[config.mk]
export PLATFORM = sky130hd
export DESIGN_NAME = ipsl_pcie_dma_cpld_rx_ctrl
export DESIGN_NICKNAME = d
export VERILOG_FILES = /design/src/rtl/ipsl_pcie_dma_cpld_rx_ctrl.sv
export SDC_FILE = /design/constraint.sdc
export NUM_CORES = 1
export LEC_CHECK = 0
export CORE_UTILIZATION = 61
export CTS_CLUSTER_DIAMETER = 60
export DETAILED_ROUTE_END_ITERATION = 16
export DONT_BUFFER_PORTS = 1
export GPL_ROUTABILITY_DRIVEN = 0
export PLACE_DENSITY = 0.84
export SLEW_MARGIN = 20
export SYNTH_ARGS = -nofsm -noshare
export SYNTH_HDL_FRONTEND = slang
export SYNTH_SLANG_ARGS = --single-unit
[constraint.sdc]
create_clock -name clk -period 14.46 [get_ports clk]
set_input_delay 2.892 -clock clk [delete_from_list [all_inputs] [get_ports clk]]
set_output_delay 2.892 -clock clk [all_outputs]
set_load 0.005 [all_outputs]
[src/rtl/ipsl_pcie_dma_cpld_rx_ctrl.sv]
`timescale 1ns/1ps
`default_nettype none
// ============================================================================
//  Module   : ipsl_pcie_dma_cpld_rx_ctrl
//  Purpose  : Receive-side completion handler for the PCIe DMA read path.
//             Accepts CplD/Cpl TLPs from the 128-bit core RX stream, drops
//             everything else, realigns CplD payload from the 3DW-header
//             offset into packed 128-bit words and releases read tags once
//             the final completion for a tag has been consumed.
//  Ports    : clk, rst                 - user clock, async active-high reset
//             i_axis_master_*          - TLP stream in (tvld/trdy/tdata/tlast)
//             o_wr_* / i_wr_rdy        - packed payload out (single register)
//             o_cpld_rcv/o_cpld_tag    - tag release pulse and tag
//             o_cpl_err                - completion status error, with release
//             i_rx_restart/o_cpld_sum  - debug completion counter and clear
//  Revision : 1.0 - initial release
// ============================================================================
module ipsl_pcie_dma_cpld_rx_ctrl (
    input  logic         clk,
    input  logic         rst,
    input  logic         i_axis_master_tvld,
    output logic         o_axis_master_trdy,
    input  logic [127:0] i_axis_master_tdata,
    input  logic         i_axis_master_tlast,
    output logic         o_wr_vld,
    input  logic         i_wr_rdy,
    output logic [127:0] o_wr_data,
    output logic [3:0]   o_wr_dw_vld,
    output logic [7:0]   o_wr_tag,
    output logic         o_wr_last,
    output logic         o_cpld_rcv,
    output logic [7:0]   o_cpld_tag,
    output logic         o_cpl_err,
    input  logic         i_rx_restart,
    output logic [13:0]  o_cpld_sum
);

    typedef enum logic [1:0] {
        S_IDLE  = 2'd0,
        S_DATA  = 2'd1,
        S_FLUSH = 2'd2,
        S_DROP  = 2'd3
    } state_t;

    localparam logic [7:0] C_FMT_CPLD = 8'h4A;
    localparam logic [7:0] C_FMT_CPL  = 8'h0A;

    state_t        r_state;
    state_t        w_state_nxt;

    // Per-TLP context captured from the CplD header
    logic [31:0]   r_carry;
    logic [10:0]   r_dw_remain;
    logic [7:0]    r_tag;
    logic          r_rel;
    logic          r_err;
    logic          r_flush_ld;

    // Release attributes travelling with the word in the output register,
    // so a new header may overwrite the per-TLP context while the last word
    // of the previous completion is still waiting for acceptance.
    logic          r_wr_rel;
    logic          r_wr_err;

    // A Cpl release colliding with a CplD last-word release is deferred here
    logic          r_pend;
    logic [7:0]    r_pend_tag;
    logic          r_pend_err;

    // Header decode
    logic [7:0]    w_fmt;
    logic [9:0]    w_hdr_len;
    logic [2:0]    w_hdr_status;
    logic [11:0]   w_hdr_bc;
    logic [7:0]    w_hdr_tag;
    logic [31:0]   w_hdr_dw3;
    logic [10:0]   w_len_dw;
    logic [12:0]   w_bc_bytes;
    logic          w_is_cpld;
    logic          w_is_cpl;
    logic          w_hdr_err;
    logic          w_hdr_rel;

    logic          w_out_free;
    logic          w_acc;
    logic          w_wr_hs;
    logic          w_wr_rel_evt;

    // Next-state / load controls
    logic          w_trdy;
    logic          w_load;
    logic [127:0]  w_ld_data;
    logic [3:0]    w_ld_mask;
    logic          w_ld_last;
    logic [7:0]    w_ld_tag;
    logic          w_ld_rel;
    logic          w_ld_err;
    logic          w_hdr_cpld_acc;
    logic          w_hdr_cmpl_acc;
    logic          w_dat_acc;
    logic          w_cpl_rel;

    assign w_fmt        = i_axis_master_tdata[31:24];
    assign w_hdr_len    = i_axis_master_tdata[9:0];
    assign w_hdr_status = i_axis_master_tdata[47:45];
    assign w_hdr_bc     = i_axis_master_tdata[43:32];
    assign w_hdr_tag    = i_axis_master_tdata[79:72];
    assign w_hdr_dw3    = i_axis_master_tdata[127:96];

    // Zero encodes the maximum for both length and byte count
    assign w_len_dw     = (w_hdr_len == 10'd0) ? 11'd1024 : {1'b0, w_hdr_len};
    assign w_bc_bytes   = (w_hdr_bc == 12'd0) ? 13'd4096 : {1'b0, w_hdr_bc};

    assign w_is_cpld    = (w_fmt == C_FMT_CPLD);
    assign w_is_cpl     = (w_fmt == C_FMT_CPL);
    assign w_hdr_err    = (w_hdr_status != 3'd0);
    // Final completion when the remaining byte count fits in this TLP
    assign w_hdr_rel    = (w_bc_bytes <= {w_len_dw, 2'b00}) | w_hdr_err;

    assign w_out_free   = ~o_wr_vld | i_wr_rdy;
    assign w_acc        = i_axis_master_tvld & w_trdy;
    assign w_wr_hs      = o_wr_vld & i_wr_rdy;
    assign w_wr_rel_evt = w_wr_hs & o_wr_last & r_wr_rel;

    assign o_axis_master_trdy = w_trdy;

    // ------------------------------------------------------------------
    // State register
    // ------------------------------------------------------------------
    always_ff @(posedge clk or posedge rst) begin
        if (rst) begin
            r_state <= S_IDLE;
        end else begin
            r_state <= w_state_nxt;
        end
    end

    // ------------------------------------------------------------------
    // Next state, ready and output-word load
    // ------------------------------------------------------------------
    always_comb begin
        w_state_nxt    = r_state;
        w_trdy         = 1'b0;
        w_load         = 1'b0;
        w_ld_data      = 128'd0;
        w_ld_mask      = 4'd0;
        w_ld_last      = 1'b0;
        w_ld_tag       = r_tag;
        w_ld_rel       = r_rel;
        w_ld_err       = r_err;
        w_hdr_cpld_acc = 1'b0;
        w_hdr_cmpl_acc = 1'b0;
        w_dat_acc      = 1'b0;
        w_cpl_rel      = 1'b0;

        case (r_state)
            S_IDLE: begin
                // Only a CplD header can load the output register
                w_trdy = ~r_pend & (w_is_cpld ? w_out_free : 1'b1);
                if (w_acc) begin
                    if (w_is_cpld) begin
                        w_hdr_cpld_acc = 1'b1;
                        w_hdr_cmpl_acc = 1'b1;
                        if (w_len_dw == 11'd1) begin
                            // Whole payload is DW3 of the header beat
                            w_load      = 1'b1;
                            w_ld_data   = {96'd0, w_hdr_dw3};
                            w_ld_mask   = 4'b0001;
                            w_ld_last   = 1'b1;
                            w_ld_tag    = w_hdr_tag;
                            w_ld_rel    = w_hdr_rel;
                            w_ld_err    = w_hdr_err;
                            w_state_nxt = S_FLUSH;
                        end else if (!i_axis_master_tlast) begin
                            w_state_nxt = S_DATA;
                        end
                    end else if (w_is_cpl) begin
                        w_hdr_cmpl_acc = 1'b1;
                        w_cpl_rel      = 1'b1;
                        if (!i_axis_master_tlast) begin
                            w_state_nxt = S_DROP;
                        end
                    end else if (!i_axis_master_tlast) begin
                        w_state_nxt = S_DROP;
                    end
                end
            end

            S_DATA: begin
                w_trdy = w_out_free;
                if (w_acc) begin
                    w_dat_acc = 1'b1;
                    w_load    = 1'b1;
                    w_ld_data = {i_axis_master_tdata[95:0], r_carry};
                    w_ld_mask = 4'b1111;
                    if (i_axis_master_tlast) begin
                        if (r_dw_remain >= 11'd4) begin
                            // Top DW of this beat is left in the carry
                            w_state_nxt = S_FLUSH;
                        end else begin
                            w_ld_last   = 1'b1;
                            w_state_nxt = S_IDLE;
                            case (r_dw_remain[1:0])
                                2'd0:    w_ld_mask = 4'b0001;
                                2'd1:    w_ld_mask = 4'b0011;
                                2'd2:    w_ld_mask = 4'b0111;
                                default: w_ld_mask = 4'b1111;
                            endcase
                        end
                    end
                end
            end

            S_FLUSH: begin
                w_trdy = 1'b0;
                if (!r_flush_ld) begin
                    if (w_out_free) begin
                        w_load    = 1'b1;
                        w_ld_data = {96'd0, r_carry};
                        w_ld_mask = 4'b0001;
                        w_ld_last = 1'b1;
                    end
                end else if (w_wr_hs) begin
                    w_state_nxt = S_IDLE;
                end
            end

            default: begin
                w_trdy = 1'b1;
                if (w_acc && i_axis_master_tlast) begin
                    w_state_nxt = S_IDLE;
                end
            end
        endcase
    end

    // ------------------------------------------------------------------
    // Output word register and per-TLP context
    // ------------------------------------------------------------------
    always_ff @(posedge clk or posedge rst) begin
        if (rst) begin
            o_wr_vld    <= 1'b0;
            o_wr_data   <= 128'd0;
            o_wr_dw_vld <= 4'd0;
            o_wr_tag    <= 8'd0;
            o_wr_last   <= 1'b0;
            r_wr_rel    <= 1'b0;
            r_wr_err    <= 1'b0;
            r_carry     <= 32'd0;
            r_dw_remain <= 11'd0;
            r_tag       <= 8'd0;
            r_rel       <= 1'b0;
            r_err       <= 1'b0;
            r_flush_ld  <= 1'b0;
        end else begin
            if (w_wr_hs) begin
                o_wr_vld <= 1'b0;
            end
            if (w_load) begin
                o_wr_vld    <= 1'b1;
                o_wr_data   <= w_ld_data;
                o_wr_dw_vld <= w_ld_mask;
                o_wr_tag    <= w_ld_tag;
                o_wr_last   <= w_ld_last;
                r_wr_rel    <= w_ld_rel;
                r_wr_err    <= w_ld_err;
            end

            if (w_hdr_cpld_acc) begin
                r_carry     <= w_hdr_dw3;
                r_dw_remain <= w_len_dw - 11'd1;
                r_tag       <= w_hdr_tag;
                r_rel       <= w_hdr_rel;
                r_err       <= w_hdr_err;
            end else if (w_dat_acc) begin
                r_carry     <= i_axis_master_tdata[127:96];
                r_dw_remain <= (r_dw_remain >= 11'd4) ? (r_dw_remain - 11'd4) : 11'd0;
            end

            // Set once the last (flush) word sits in the output register
            r_flush_ld <= (w_state_nxt == S_FLUSH) & (r_flush_ld | (w_load & w_ld_last));
        end
    end

    // ------------------------------------------------------------------
    // Tag release
    // ------------------------------------------------------------------
    always_ff @(posedge clk or posedge rst) begin
        if (rst) begin
            o_cpld_rcv <= 1'b0;
            o_cpld_tag <= 8'd0;
            o_cpl_err  <= 1'b0;
            r_pend     <= 1'b0;
            r_pend_tag <= 8'd0;
            r_pend_err <= 1'b0;
        end else begin
            o_cpld_rcv <= 1'b0;
            o_cpl_err  <= 1'b0;
            if (w_wr_rel_evt) begin
                o_cpld_rcv <= 1'b1;
                o_cpld_tag <= o_wr_tag;
                o_cpl_err  <= r_wr_err;
                if (w_cpl_rel) begin
                    r_pend     <= 1'b1;
                    r_pend_tag <= w_hdr_tag;
                    r_pend_err <= w_hdr_err;
                end
            end else if (w_cpl_rel) begin
                o_cpld_rcv <= 1'b1;
                o_cpld_tag <= w_hdr_tag;
                o_cpl_err  <= w_hdr_err;
            end else if (r_pend) begin
                o_cpld_rcv <= 1'b1;
                o_cpld_tag <= r_pend_tag;
                o_cpl_err  <= r_pend_err;
                r_pend     <= 1'b0;
            end
        end
    end

    // ------------------------------------------------------------------
    // Debug completion counter
    // ------------------------------------------------------------------
    always_ff @(posedge clk or posedge rst) begin
        if (rst) begin
            o_cpld_sum <= 14'd0;
        end else if (i_rx_restart) begin
            o_cpld_sum <= 14'd0;
        end else if (w_hdr_cmpl_acc) begin
            o_cpld_sum <= o_cpld_sum + 14'd1;
        end
    end

endmodule
`default_nettype wire
; After elaboration in Yosys (flattened, before gate mapping)
; Index checks and enable logic that the tools add are counted.
[classes]
n_mul = 0
div = 0
order_cmp = 2
bitwise_logic = 12
muxes = 88
n_eq_ne = 10
shift = 0
n_reduce_logical = 12
n_addsub = 3
[op_table]
columns = cell, count
row1 = $pmux W128 S3, 1
row2 = $mux W32, 7
row3 = $mux W128, 1
row4 = $mux W8, 7
row5 = $mux W1, 45
row6 = $mux W11, 4
row7 = $mux W14, 2
row8 = $pmux W4 S3, 2
row9 = $mux W2, 11
row10 = $add A14 B1 Y14 const B, 1
row11 = $le A13 B13 Y1, 1
row12 = $mux W13, 1
row13 = $logic_not A12 Y1, 1
row14 = $mux W4, 3
row15 = $eq A11 B1 Y1 const B, 1
row16 = $ge A11 B3 Y1 const B, 1
row17 = $sub A11 B1 Y11 const B, 1
row18 = $sub A11 B3 Y11 const B, 1
row19 = $logic_not A10 Y1, 1
row20 = $pmux W1 S3, 3
row21 = $eq A8 B4 Y1 const B, 1
row22 = $eq A8 B7 Y1 const B, 1
row23 = $and A1 B1 Y1, 7
row24 = $eq A2 B2 Y1 const B, 3
row25 = 11 further kinds, 20
[totals]
elab_cells = 148
memories = 0
rom_bits = 0
latch_bits = 0
regBits = 234
ram_bits = 0
inputBits = 134
output_inout_bits = 167

; Longest topological paths before layout
[logic_depth]
ltp_word = 11
ltp_mapped = 12
mapped_depth_nobuf = 12

; Least setup slack after synthesis
; No wires, ideal clock.
[synth_timing]
path_type = input port to output port
from = in i_axis_master_tdata[24]
to = out o_axis_master_trdy
path_slack_ns = 7.917
path_buffers = 0
arrival_ns = 3.651
stages = 5
required_ns = 11.568
path_cell_list = nand4bb_1 -> nor2_1 -> nand2_1 -> mux2i_1 -> a21oi_1
[synth_between]
elab_chain_len = 4
[synth_lines]
columns = element, line_no
row1 = "start, declared", 23  ; input logic [127:0] i_axis_master_tdata,
row2 = $eq A8 B7 Y1, 114  ; assign w_is_cpld = (w_fmt == C_FMT_CPLD);
row3 = $mux W1, 159  ; w_trdy = ~r_pend & (w_is_cpld ? w_out_free : 1'b1);
row4 = $and A1 B1 Y1, 159
row5 = $pmux W1 S3, 156  ; case (r_state)
row6 = "end, declared", 22  ; output logic o_axis_master_trdy,
; Every way passes these cells.

; Worst setup path after layout
; Same ends and word-level chain as after synthesis.

==> flow_summary_export.csv <==
group,metric,value,unit
floorplan,die_width,130.5,µm
power_and_ir_drop,peakVddDrop,0.1363,mV
critical_path,reg2regPathDepth,6,
placed_design,place_ws,7619,ps
run_status,status,"finished clean",
floorplan,row_count,46,
power_and_ir_drop,p_per_area,204.2,mW/mm²
placed_design,dpl-instance-area,0.01015,mm²
placed_design,io_buffers,0,
timing,clock_skew,8.597,ps
global_route,overflow,0,
timing,max_freq,0.1453,GHz
worst_hold_path,hp-start,"r_tag[6]",
global_route,grt_max_degree,155,
critical_path,critPathTopFamily,"simple AND/OR/NAND/NOR gates",
clock_tree,clock_sinks,234,
floorplan,die_h,130.5,µm
critical_path,cp-end-kind,"primary output",
yosys,avgSynthCellArea,12.07,µm²
timing,min_period,6884,ps
finish,final_design_area_no_fill,0.01084,mm²
global_route,antenna_found_initial,0,
yosys,yosysWarnings,0,
detailed_routing,via_count,6985,
yosys,synthCells,834,
clock_tree,clock_latency,500,ps
floorplan,initial_core_util,62.91,%
global_route,grt_pass1_vias,6994,
critical_path,slowest_stage,"nand4bb_1",
critical_path,path_buf_inv,0,
clock_tree,clockBufferDepth,3,
finish,final_common_cell,"dfrtp_1",
detailed_routing,vias_per_cell,6.775,
yosys,yosys_most_used_dff,"dfrtp_1",
timing,fin_crit_sh,47.61,%
worst_hold_path,hold_depth,2,
finish,final_nets,951,
power_and_ir_drop,finalPower,2.213,mW
yosys,ys_ff_latch,234,
timing,maxSlewHeadroom,25.82,%
detailed_routing,firstDrtPassIters,5,
floorplan,io_pins,301,
clock_tree,cts_hold_buf,0,
floorplan,core,0.01600,mm²
yosys,synth_edf_count,0,
clock_tree,ctsResizeCount,0,
clock_tree,clkTransAtPathRegs,60,ps
finish,antennaDiodeCount,0,
timing,finalSetupTns,0,ps
finish,mostFrequentLayoutCells,"dfrtp_1 (234), a22o_1 (128), nand2_1 (52)",
clock_tree,cts_htree_levels,1,
global_route,grt_first_pass_wirelength,37070,µm
timing,layout_setup_ws,7576,ps
worst_hold_path,min_path_type,"reg2reg",
finish,areaGrowthSynthToFinish,7.694,%
placed_design,hpwl,16680,µm
timing,setup_viol,0,
power_and_ir_drop,p_leak,5.167,nW
detailed_routing,wirelength,24360,µm
yosys,ys_types,58,
timing,tightest_slew,1113,ps
clock_tree,tritoncts,"done",
worst_hold_path,worst_hold_path.endpoint,"r_tag[6]",
yosys,syn_area,0.01007,mm²
clock_tree,clock-root-buffer,"clkbuf_16",
critical_path,crit_required,11570,ps
detailed_routing,drc,0,
clock_tree,cts_setup_buffers,0,
critical_path,worstPathArrival,3990,ps
timing,slew_viol_final,0,
finish,multi_input_area,0.003905,mm²
timing,hold_viol,0,
critical_path,r2r_slack,11100,ps
critical_path,critPathMaxFanout,4,
yosys,yosysSeqAreaShare,58.17,%
detailed_routing,drt_iter0_drc,492,
clock_tree,cts_inserted_buffers,23,
critical_path,max_stage_delay,410,ps
finish,layout-drive-gt1-share,11.78,%
critical_path,path_cells,"nand4bb_1, nor2_1, nand2_1, mux2i_1, a21oi_1",
critical_path,cp-start-kind,"input pin",
timing,rsz0062_at_grt,"no",
finish,ff_latch_area,0.005856,mm²
critical_path,r2r-end,"o_wr_data[100]",
run,max-cap-violations,0,
critical_path,critPathKind,"in2out",
global_route,grt_usage,28.21,%
yosys,synth_nets,985,
critical_path,r2r_start,"o_wr_vld",
floorplan,die-area,0.01702,mm²
finish,num-fill-cells,1189,
yosys,async_reset_ff_share,100.0,%
detailed_routing,ant_nets,0,
detailed_routing,drt-wirelength-per-cell,23.63,µm
-- worst max path at each step --
stage                            start            endpoint  slack, ps  depth (start not counted)
6_report       i_axis_master_tdata[24]  o_axis_master_trdy       7580                          5
5_1_grt        i_axis_master_tdata[24]  o_axis_master_trdy       7480                          5
4_1_cts        i_axis_master_tdata[24]  o_axis_master_trdy       7610                          5
3_5_place_dp   i_axis_master_tdata[24]  o_axis_master_trdy       7620                          5
3_3_place_gp   i_axis_master_tdata[24]  o_axis_master_trdy       7640                          5
2_1_floorplan                      rst           o_cpl_err       5150                          1
-- logic make-up after synthesis --
family / synth area share, %
flip-flops: 58.17
AO/OA/AOI/OAI: 19.52
AND/OR/NAND/NOR: 9.211
XOR/XNOR: 1.479
multiplexers: 6.116
adder cells (fa/ha/maj): 2.113
buffers and inverters: 3.393
-- power by group --
| part | internal [mW] | switching (mW) |
|---|---|---|
| clock network | 0.309 | 0.235 |
| registers | 0.896 | 0.214 |
| logic | 0.278 | 0.282 |
-- flip-flops by register name, summed over array words and instances, names as in the netlist, 2 cells and up --
register     flops
o_cpld_sum      14
o_cpld_tag       8
o_wr_data      128
o_wr_dw_vld      4
o_wr_tag         8
r_carry         32
r_dw_remain     11
r_pend_tag       8
r_state          2
r_tag            8
-- area by class of cell --
type	count	area share, %
flip-flops and latches	234	54.02
multi-input cells	517	36.02
clock buffers	33	5.933
well taps	216	2.493
inverters	18	0.7387
repair buffers	6	0.4501
clock inverters	7	0.3463
-- stage by stage --
stage / instances / util (%) / hold slack, ps
6_report: 1031 / 67.75 / 486.9
5_1_grt: 1031 / 67.75 / 502.5
4_1_cts: 1031 / 67.66 / 488.8
3_5_place_dp: 991 / 63.41 / 474.4
3_3_place_gp: 991 / 63.41 / 457.4
2_1_floorplan: 834 / - / 444.4
-- layer usage --
metal	GRT usage, %	share of wire (%)	vias to the layer above
li1	-	-	3018
met1	36.98	39	3574
met2	46.28	50	342
met3	6.352	8.2	51
met4	10.62	2.7	0
met5	0	0	-
-- Yosys cell counts, types with 2 or more instances --
cell / instances / share of area (%)
nor2_1: 36 / 1.3
o21a_1: 2 / 0.15
o2bb2ai_1: 5 / 0.44
mux2i_1: 12 / 1.2
mux2_1: 4 / 0.45
a21o_1: 33 / 2.5
a32oi_1: 8 / 0.70
a21oi_1: 13 / 0.65
nand2_1: 52 / 1.9
mux2_2: 40 / 4.5
or4_1: 2 / 0.15
or3_1: 5 / 0.31
nand3_1: 10 / 0.50
nor4_1: 10 / 0.62
nor3_1: 14 / 0.70
a22o_1: 128 / 11
or3b_2: 3 / 0.26
and2_1: 5 / 0.31
or2_2: 3 / 0.19
ha_1: 17 / 2.1
xnor2_1: 7 / 0.61
o21ai_0: 27 / 1.3
a211oi_1: 5 / 0.37
a22oi_1: 10 / 0.75
dfrtp_1: 234 / 58
buf_2: 24 / 1.2
xor2_1: 10 / 0.87
nand4_1: 11 / 0.68
clkbuf_1: 40 / 1.5
nor2b_1: 3 / 0.19
and4_1: 4 / 0.35
nand2b_1: 4 / 0.25
inv_1: 18 / 0.67
a31oi_1: 3 / 0.19
and3_1: 5 / 0.31
o31ai_1: 4 / 0.30
o221ai_1: 2 / 0.17
-- worst reg2reg max path, stage by stage (launching register included) --
cell	delay, ps
dfrtp_1	460
nor2b_1	650
nor4_2	180
and2_2	250
nor2_4	470
buf_4	850
a22o_1	430
(Power assumes the default switching activity.)
